$ cat config.mk
export PLATFORM = sky130hd
export DESIGN_NAME = arcade_input_mapper
export DESIGN_NICKNAME = d
export VERILOG_FILES = /design/src/rtl/arcade_input_mapper.sv
export SDC_FILE = /design/constraint.sdc
export NUM_CORES = 1
export LEC_CHECK = 0
export ABC_AREA = 1
export ABC_CLOCK_PERIOD_IN_PS = 2200
export BUFFER_PORTS_ARGS = -buffer_cell sky130_fd_sc_hd__buf_4
export CELL_PAD_IN_SITES_DETAIL_PLACEMENT = 1
export CELL_PAD_IN_SITES_GLOBAL_PLACEMENT = 1
export CORE_ASPECT_RATIO = 1.2
export CORE_UTILIZATION = 40
export CTS_BUF_LIST = sky130_fd_sc_hd__clkbuf_8
export DETAILED_ROUTE_END_ITERATION = 6
export PLACE_DENSITY = 0.82
export SLEW_MARGIN = 0
export SYNTH_ARGS = -nofsm -noshare
export SYNTH_HDL_FRONTEND = slang
export SYNTH_SLANG_ARGS = --single-unit
$ cat constraint.sdc
create_clock -name clk_sys -period 2.2 [get_ports clk_sys]
set_input_delay 0.44 -clock clk_sys [delete_from_list [all_inputs] [get_ports clk_sys]]
set_output_delay 0.44 -clock clk_sys [all_outputs]
set_load 0.03 [all_outputs]
$ cat src/rtl/arcade_input_mapper.sv
// Maps PS/2 keyboard events and per-player joystick words onto registered arcade
// button vectors, with per-player rotation and autofire, and fixed-width coin pulses per slot.
module arcade_input_mapper #(
    parameter int          NPLAYERS    = 2,
    parameter logic [15:0] COIN_CYCLES = 16'd50000,
    parameter logic [23:0] AF_PERIOD   = 24'd600000,
    parameter bit          START_COINS = 1'b1
) (
    input  logic                   clk_sys,
    input  logic                   reset_n,
    input  logic [10:0]            ps2_key,
    input  logic [16*NPLAYERS-1:0] joy_in,
    input  logic                   merge_joy,
    input  logic [1:0]             rotate,
    input  logic [NPLAYERS-1:0]    autofire_en,
    output logic [6*NPLAYERS-1:0]  player_btn,
    output logic [NPLAYERS-1:0]    coin_out
);

    localparam int K1_UP = 0, K1_DOWN = 1, K1_LEFT = 2, K1_RIGHT = 3;
    localparam int K1_FIRE_A = 4, K1_FIRE_B = 5, K1_START_A = 6, K1_START_B = 7, K1_COIN = 8;
    localparam int K2_UP = 9, K2_DOWN = 10, K2_LEFT = 11, K2_RIGHT = 12;
    localparam int K2_FIRE = 13, K2_START_A = 14, K2_START_B = 15, K2_COIN = 16;
    localparam int NK = 17;

    logic [NK-1:0] key_q, key_d;
    logic          toggle_q, toggle_d;
    logic          prime_q, prime_d;
    logic          kb_event;
    logic [6:0]    joy_or;
    logic          unused_joy_hi;

    assign unused_joy_hi = ^joy_in;

    // prime_q stays low for the first cycle after reset so stale toggles and held requests never fire
    always_comb begin
        toggle_d = ps2_key[10];
        prime_d  = 1'b1;
        kb_event = prime_q && (ps2_key[10] != toggle_q);
        key_d    = key_q;
        if (kb_event) begin
            case ({ps2_key[8], ps2_key[7:0]})
                9'h175:  key_d[K1_UP]      = ps2_key[9];
                9'h172:  key_d[K1_DOWN]    = ps2_key[9];
                9'h16B:  key_d[K1_LEFT]    = ps2_key[9];
                9'h174:  key_d[K1_RIGHT]   = ps2_key[9];
                9'h029:  key_d[K1_FIRE_A]  = ps2_key[9];
                9'h014:  key_d[K1_FIRE_B]  = ps2_key[9];
                9'h005:  key_d[K1_START_A] = ps2_key[9];
                9'h016:  key_d[K1_START_B] = ps2_key[9];
                9'h02E:  key_d[K1_COIN]    = ps2_key[9];
                9'h02D:  key_d[K2_UP]      = ps2_key[9];
                9'h02B:  key_d[K2_DOWN]    = ps2_key[9];
                9'h023:  key_d[K2_LEFT]    = ps2_key[9];
                9'h034:  key_d[K2_RIGHT]   = ps2_key[9];
                9'h01C:  key_d[K2_FIRE]    = ps2_key[9];
                9'h006:  key_d[K2_START_A] = ps2_key[9];
                9'h01E:  key_d[K2_START_B] = ps2_key[9];
                9'h036:  key_d[K2_COIN]    = ps2_key[9];
                default: ;
            endcase
        end
        if (NPLAYERS < 2) key_d[K2_UP +: 8] = '0;
    end

    always_ff @(posedge clk_sys or negedge reset_n) begin
        if (!reset_n) begin
            key_q    <= '0;
            toggle_q <= 1'b0;
            prime_q  <= 1'b0;
        end else begin
            key_q    <= key_d;
            toggle_q <= toggle_d;
            prime_q  <= prime_d;
        end
    end

    always_comb begin
        joy_or = '0;
        for (int p = 0; p < NPLAYERS; p++) joy_or = joy_or | joy_in[16*p +: 7];
    end

    for (genvar gi = 0; gi < NPLAYERS; gi++) begin : g_player
        logic [6:0]  kb_w, joy_w, raw;
        logic        up_r, dn_r, lf_r, rt_r;
        logic        fire_o, start_edge, coin_req, coin_edge;
        logic [23:0] af_cnt_q, af_cnt_d;
        logic        af_phase_q, af_phase_d;
        logic        start_prev_q, start_prev_d;
        logic        req_prev_q, req_prev_d;
        logic [15:0] coin_cnt_q, coin_cnt_d;
        logic [5:0]  btn_q, btn_d;
        logic        coin_q, coin_d;

        // Keyboard contribution in joystick bit order: {coin, start, fire, up, down, left, right}
        if (gi == 0) begin : g_kb1
            assign kb_w = {key_q[K1_COIN], key_q[K1_START_A] | key_q[K1_START_B],
                           key_q[K1_FIRE_A] | key_q[K1_FIRE_B], key_q[K1_UP],
                           key_q[K1_DOWN], key_q[K1_LEFT], key_q[K1_RIGHT]};
        end else if (gi == 1) begin : g_kb2
            assign kb_w = {key_q[K2_COIN], key_q[K2_START_A] | key_q[K2_START_B],
                           key_q[K2_FIRE], key_q[K2_UP], key_q[K2_DOWN],
                           key_q[K2_LEFT], key_q[K2_RIGHT]};
        end else begin : g_kb_none
            assign kb_w = '0;
        end

        assign joy_w = merge_joy ? ((gi == 0) ? joy_or : 7'd0) : joy_in[16*gi +: 7];
        assign raw   = joy_w | kb_w;

        always_comb begin
            up_r = raw[3];
            dn_r = raw[2];
            lf_r = raw[1];
            rt_r = raw[0];
            case (rotate)
                2'd1: begin up_r = raw[1]; dn_r = raw[0]; lf_r = raw[2]; rt_r = raw[3]; end
                2'd2: begin up_r = raw[2]; dn_r = raw[3]; lf_r = raw[0]; rt_r = raw[1]; end
                2'd3: begin up_r = raw[0]; dn_r = raw[1]; lf_r = raw[3]; rt_r = raw[2]; end
                default: ;
            endcase

            // af_cnt_q == 0 means "not yet pressed"; the press cycle itself fires
            af_cnt_d   = '0;
            af_phase_d = 1'b0;
            fire_o     = raw[4];
            if (autofire_en[gi] && raw[4]) begin
                if (af_cnt_q == '0) begin
                    af_cnt_d   = 24'd1;
                    af_phase_d = 1'b1;
                end else if (af_cnt_q >= AF_PERIOD) begin
                    af_cnt_d   = 24'd1;
                    af_phase_d = ~af_phase_q;
                end else begin
                    af_cnt_d   = af_cnt_q + 24'd1;
                    af_phase_d = af_phase_q;
                end
                fire_o = af_phase_d;
            end

            start_prev_d = raw[5];
            start_edge   = prime_q & raw[5] & ~start_prev_q;
            coin_req     = raw[6] | (START_COINS & start_edge);
            req_prev_d   = coin_req;
            coin_edge    = prime_q & coin_req & ~req_prev_q;

            // A running pulse swallows any new edge; it is neither extended nor queued
            coin_cnt_d = coin_cnt_q;
            if (coin_cnt_q != '0) coin_cnt_d = coin_cnt_q - 16'd1;
            else if (coin_edge)   coin_cnt_d = COIN_CYCLES;
            coin_d = (coin_cnt_d != '0);

            btn_d = {raw[5], fire_o, rt_r, lf_r, dn_r, up_r};
        end

        always_ff @(posedge clk_sys or negedge reset_n) begin
            if (!reset_n) begin
                af_cnt_q     <= '0;
                af_phase_q   <= 1'b0;
                start_prev_q <= 1'b0;
                req_prev_q   <= 1'b0;
                coin_cnt_q   <= '0;
                btn_q        <= '0;
                coin_q       <= 1'b0;
            end else begin
                af_cnt_q     <= af_cnt_d;
                af_phase_q   <= af_phase_d;
                start_prev_q <= start_prev_d;
                req_prev_q   <= req_prev_d;
                coin_cnt_q   <= coin_cnt_d;
                btn_q        <= btn_d;
                coin_q       <= coin_d;
            end
        end

        assign player_btn[6*gi +: 6] = btn_q;
        assign coin_out[gi]          = coin_q;
    end

endmodule
==> summary.md <==
| Metric | Value |
|---|---|
| # IOs | 64 |
| Pwr dens | about 600 nW/um^2 |
| CTS tree | built |
| CP max-delay cell | dfrtp_1 |
| Top post-synthesis cells by count | nand2_1, nor2_1, inv_1, dfrtp_1, nand3_1 |
| Worst EP arrival | about 2.3 ns |
| CTS H-Tree Depth | 4 |
| Min Tclk post-route | roughly 2 ns |
| CTS clk-pin slew, worst paths | 0.07 ns |
| CTS Sinks | 117 |
| Lkg Pwr | 0.003653 uW |
| Switch share | 24.42% |
| Die extent in x | 119.1 um |
| Unique masters post-synth | 42 |
| Crit path kind | flop to flop |
| Unrepaired setup endpoints after global routing | no |
| Fmax | 0.5017 GHz |
| Fin Setup TNS | 0 ns |
| Placed wire-length estimate | 13.13 mm |
| Register share of total power | roughly 48% |
| Die Area | 16980 sq um |
| Clock power share | 44.8% |
| Final Instance Area | approximately 7600 sq um |
| Top cells by area, synth | dfrtp_1, nand2_1, nor2_1 |
| WL per Instance | 14.15 um |
| Yosys top cell by area | dfrtp_1 |
| CP top delay family | simple AND/OR/NAND/NOR gates |
| Clk buf depth | 2 |
| Area delta synth->final | 16.17% |
| Crit Path Max Fanout | 12 |
| Placed cell area | 7224 sq um |
| Final core utilization | a little under half |
| Synthesized cell area | 6585 sq um |
| Max-cap viol count | 0 |
| Final net count | between 1000 and 1500 |
| Psw | 1126 uW |
| Final Cycle Share | between 90 and 100% |
| CTS Buf Count | 17 |
| First-pass DRT Iterations | 4 |
| Final hold vios | 0 |
| First-pass GRT wire length | 29.25 mm |
| Final GP Congestion | 0.8739 |
| Core area | 16140 sq um |
| Critical Path, Cell by Cell | inv_1 > ha_1 > inv_1 > nor3_4 > nand2_4 > clkinv_2 > nor2_1 > a21oi_2 > nand3_1 > nor2_1 > nand2_1 |
| Status | completed |
| Most common cell in the synthesized netlist | nand2_1 |
| WP data required | 2.53 ns |
| Vias per inst | 4.941 |
| Synth Register Bits | roughly 120 |
| Final-layout fill cell count | 2098 |
| FFs w/ async S/R, synth | 100.0% |
| Vias in the first global route | about 6400 |
| Synth Warn # | 0 |
| Crit path launch type | flop |
| Hold crit path type | primary input to flop |
| # rows | 51 |
| Count of input and output buffers | 45 |
| Final Slew Violations | 0 |
| Vias | approximately 5900 |
| Ant. Diodes | 0 |
| Max rail drop VDD | 305.5 uV |
| Final setup violation count | 0 |
| CTS root buffer | clkbuf_8 |
| Total track usage | 21.82% |
| Sequential element share of the synthesized area | 44.46% |
| WL final | 17.03 mm |
| Starting Density | between 40% and 50% |
| CP peak stage delay | approximately 0.40 ns |
| Iter 0 DRT Violations | 153 |
| Layout cell share with drive strength beyond 1 | 12.00% |
| Combinational share of power | around 7% |
| Total grt overflow | 0 |
| Latest clock arrival within the worst-skew pair | 0.45 ns |
| WP buf/inv | 3 |
| Synthesized instance count | 910 |
| Largest net degree at the start of global routing | 45 |
| Type of destination of the critical path | flop |
| Syn Area/Cell | 7.236 sq um |
| Internal power | 3483 uW |
| DRC | 0 |
| Post-synth EDFFs | 0 |
| Antenna-violating nets left | 0 |
| Clk_skew | 0.01192 ns |
| Die height | 142.6 um |
| Post-synth top area share | about 44% |
| Primary FF master, synth | dfrtp_1 |
| Initial antenna violation count | 0 |
## per-stage QoR
step	setup WS, ns	hold slack [ns]	instances	total power [uW]
final	0.2067	0.1389	1204	4608
after global routing	0.02268	0.1095	1204	4797
after CTS	0.1769	0.1086	1204	4669
after detailed placement	0.1821	0.4415	1171	2585
after global placement	0.2450	0.4371	1171	2577
after floorplan	0.5146	0.1444	917	2404
## final cells by class
cell class              instances  area (sq um)  area share [%]
inverters                     139         523.0           6.837
clock inverters                 9         98.84           1.292
well taps                     212         265.3           3.467
repair buffers                 53         425.4           5.561
flip-flops and latches        117          2928           38.27
clock buffers                  23         316.6           4.138
multi-input cells             651          3093           40.43
## kinds of logic (layout without fill, tap and decap cells)
kind of cell    after synthesis  count (layout)  synth area share [%]
simple gates                526             526                 34.28
buf+inv                     149             224                 8.968
flops                       117             117                 44.46
compound gates               81              81                 6.954
xor+xnor                     24              24                 3.192
fa+ha+maj                     8               8                 1.520
mux                           3               3                0.5130
other cells                   2               9                0.1140
## flip-flops by register name, indices dropped and copies added, names as in the netlist
name	flops
g_player.af_phase_q	2
g_player.req_prev_q	2
g_player.coin_cnt_q	32
g_player.af_cnt_q	48
key_q	17
toggle_q	1
g_player.btn_q	12
g_player.coin_q	2
prime_q	1
## power groups by stage
stage / clock (uW) / combinational [uW] / sequential, uW
after detailed placement: 0 / 333 / 2250
final: 2070 / 331 / 2210
after global routing: 2210 / 370 / 2210
after global placement: 0 / 327 / 2250
after CTS: 2120 / 336 / 2210
after floorplan: 0 / 122 / 2280
## metal layers
metal / track usage (%) / wire, um / vias to the layer above
met1: 25.26 / 7424 / 2866
met2: 39.93 / 8907 / 69
met3: 3.526 / 390 / 21
met5: 0 / 0 / -
li1: - / - / 2993
met4: 8.728 / 312 / 0
## repair_timing
| action | in CTS | in global routing |
|---|---|---|
| setup buffers | 0 | 0 |
| endpoints found under the hold margin | 31 | 0 |
| hold buffers | 1 | 0 |
| resized for setup | 0 | 0 |
## final timing paths
check / start / to / slack, ns / depth (start not counted)
worst max-delay path: g_player[0].coin_cnt_q[0] / g_player[0].coin_q / 0.21 / 11
worst min-delay path: ps2_key[10] / toggle_q / 0.14 / 1
worst max register to register: g_player[0].coin_cnt_q[0] / g_player[0].coin_q / 0.21 / 11
worst min register to register: key_q[15] / key_q[15] / 0.50 / 1
max in group asynchronous: reset_n / g_player[1].coin_cnt_q[14] / 1.11 / 3
min in group asynchronous: reset_n / g_player[0].af_cnt_q[14] / 0.50 / 2
## layout by cell type, fill, tap and decap left out, drive strengths merged
master / n
nand2: 235
xnor2: 9
nand3: 42
a221oi: 1
inv: 138
a21boi: 1
conb: 9
nand4: 25
dfrtp: 117
o21a: 2
mux2: 3
a21oi: 31
ha: 8
or2: 1
o2111ai: 5
bufinv: 2
clkbuf: 23
a31oi: 7
nor3: 23
dlygate4sd3: 1
buf: 52
nor3b: 2
o211ai: 2
clkinvlp: 2
clkinv: 6
nor4: 6
nor2: 185
and3: 1
xor2: 15
o21ai: 31
o22ai: 1
nand3b: 6
No activity file was read; power rests on OpenSTA's default activity.
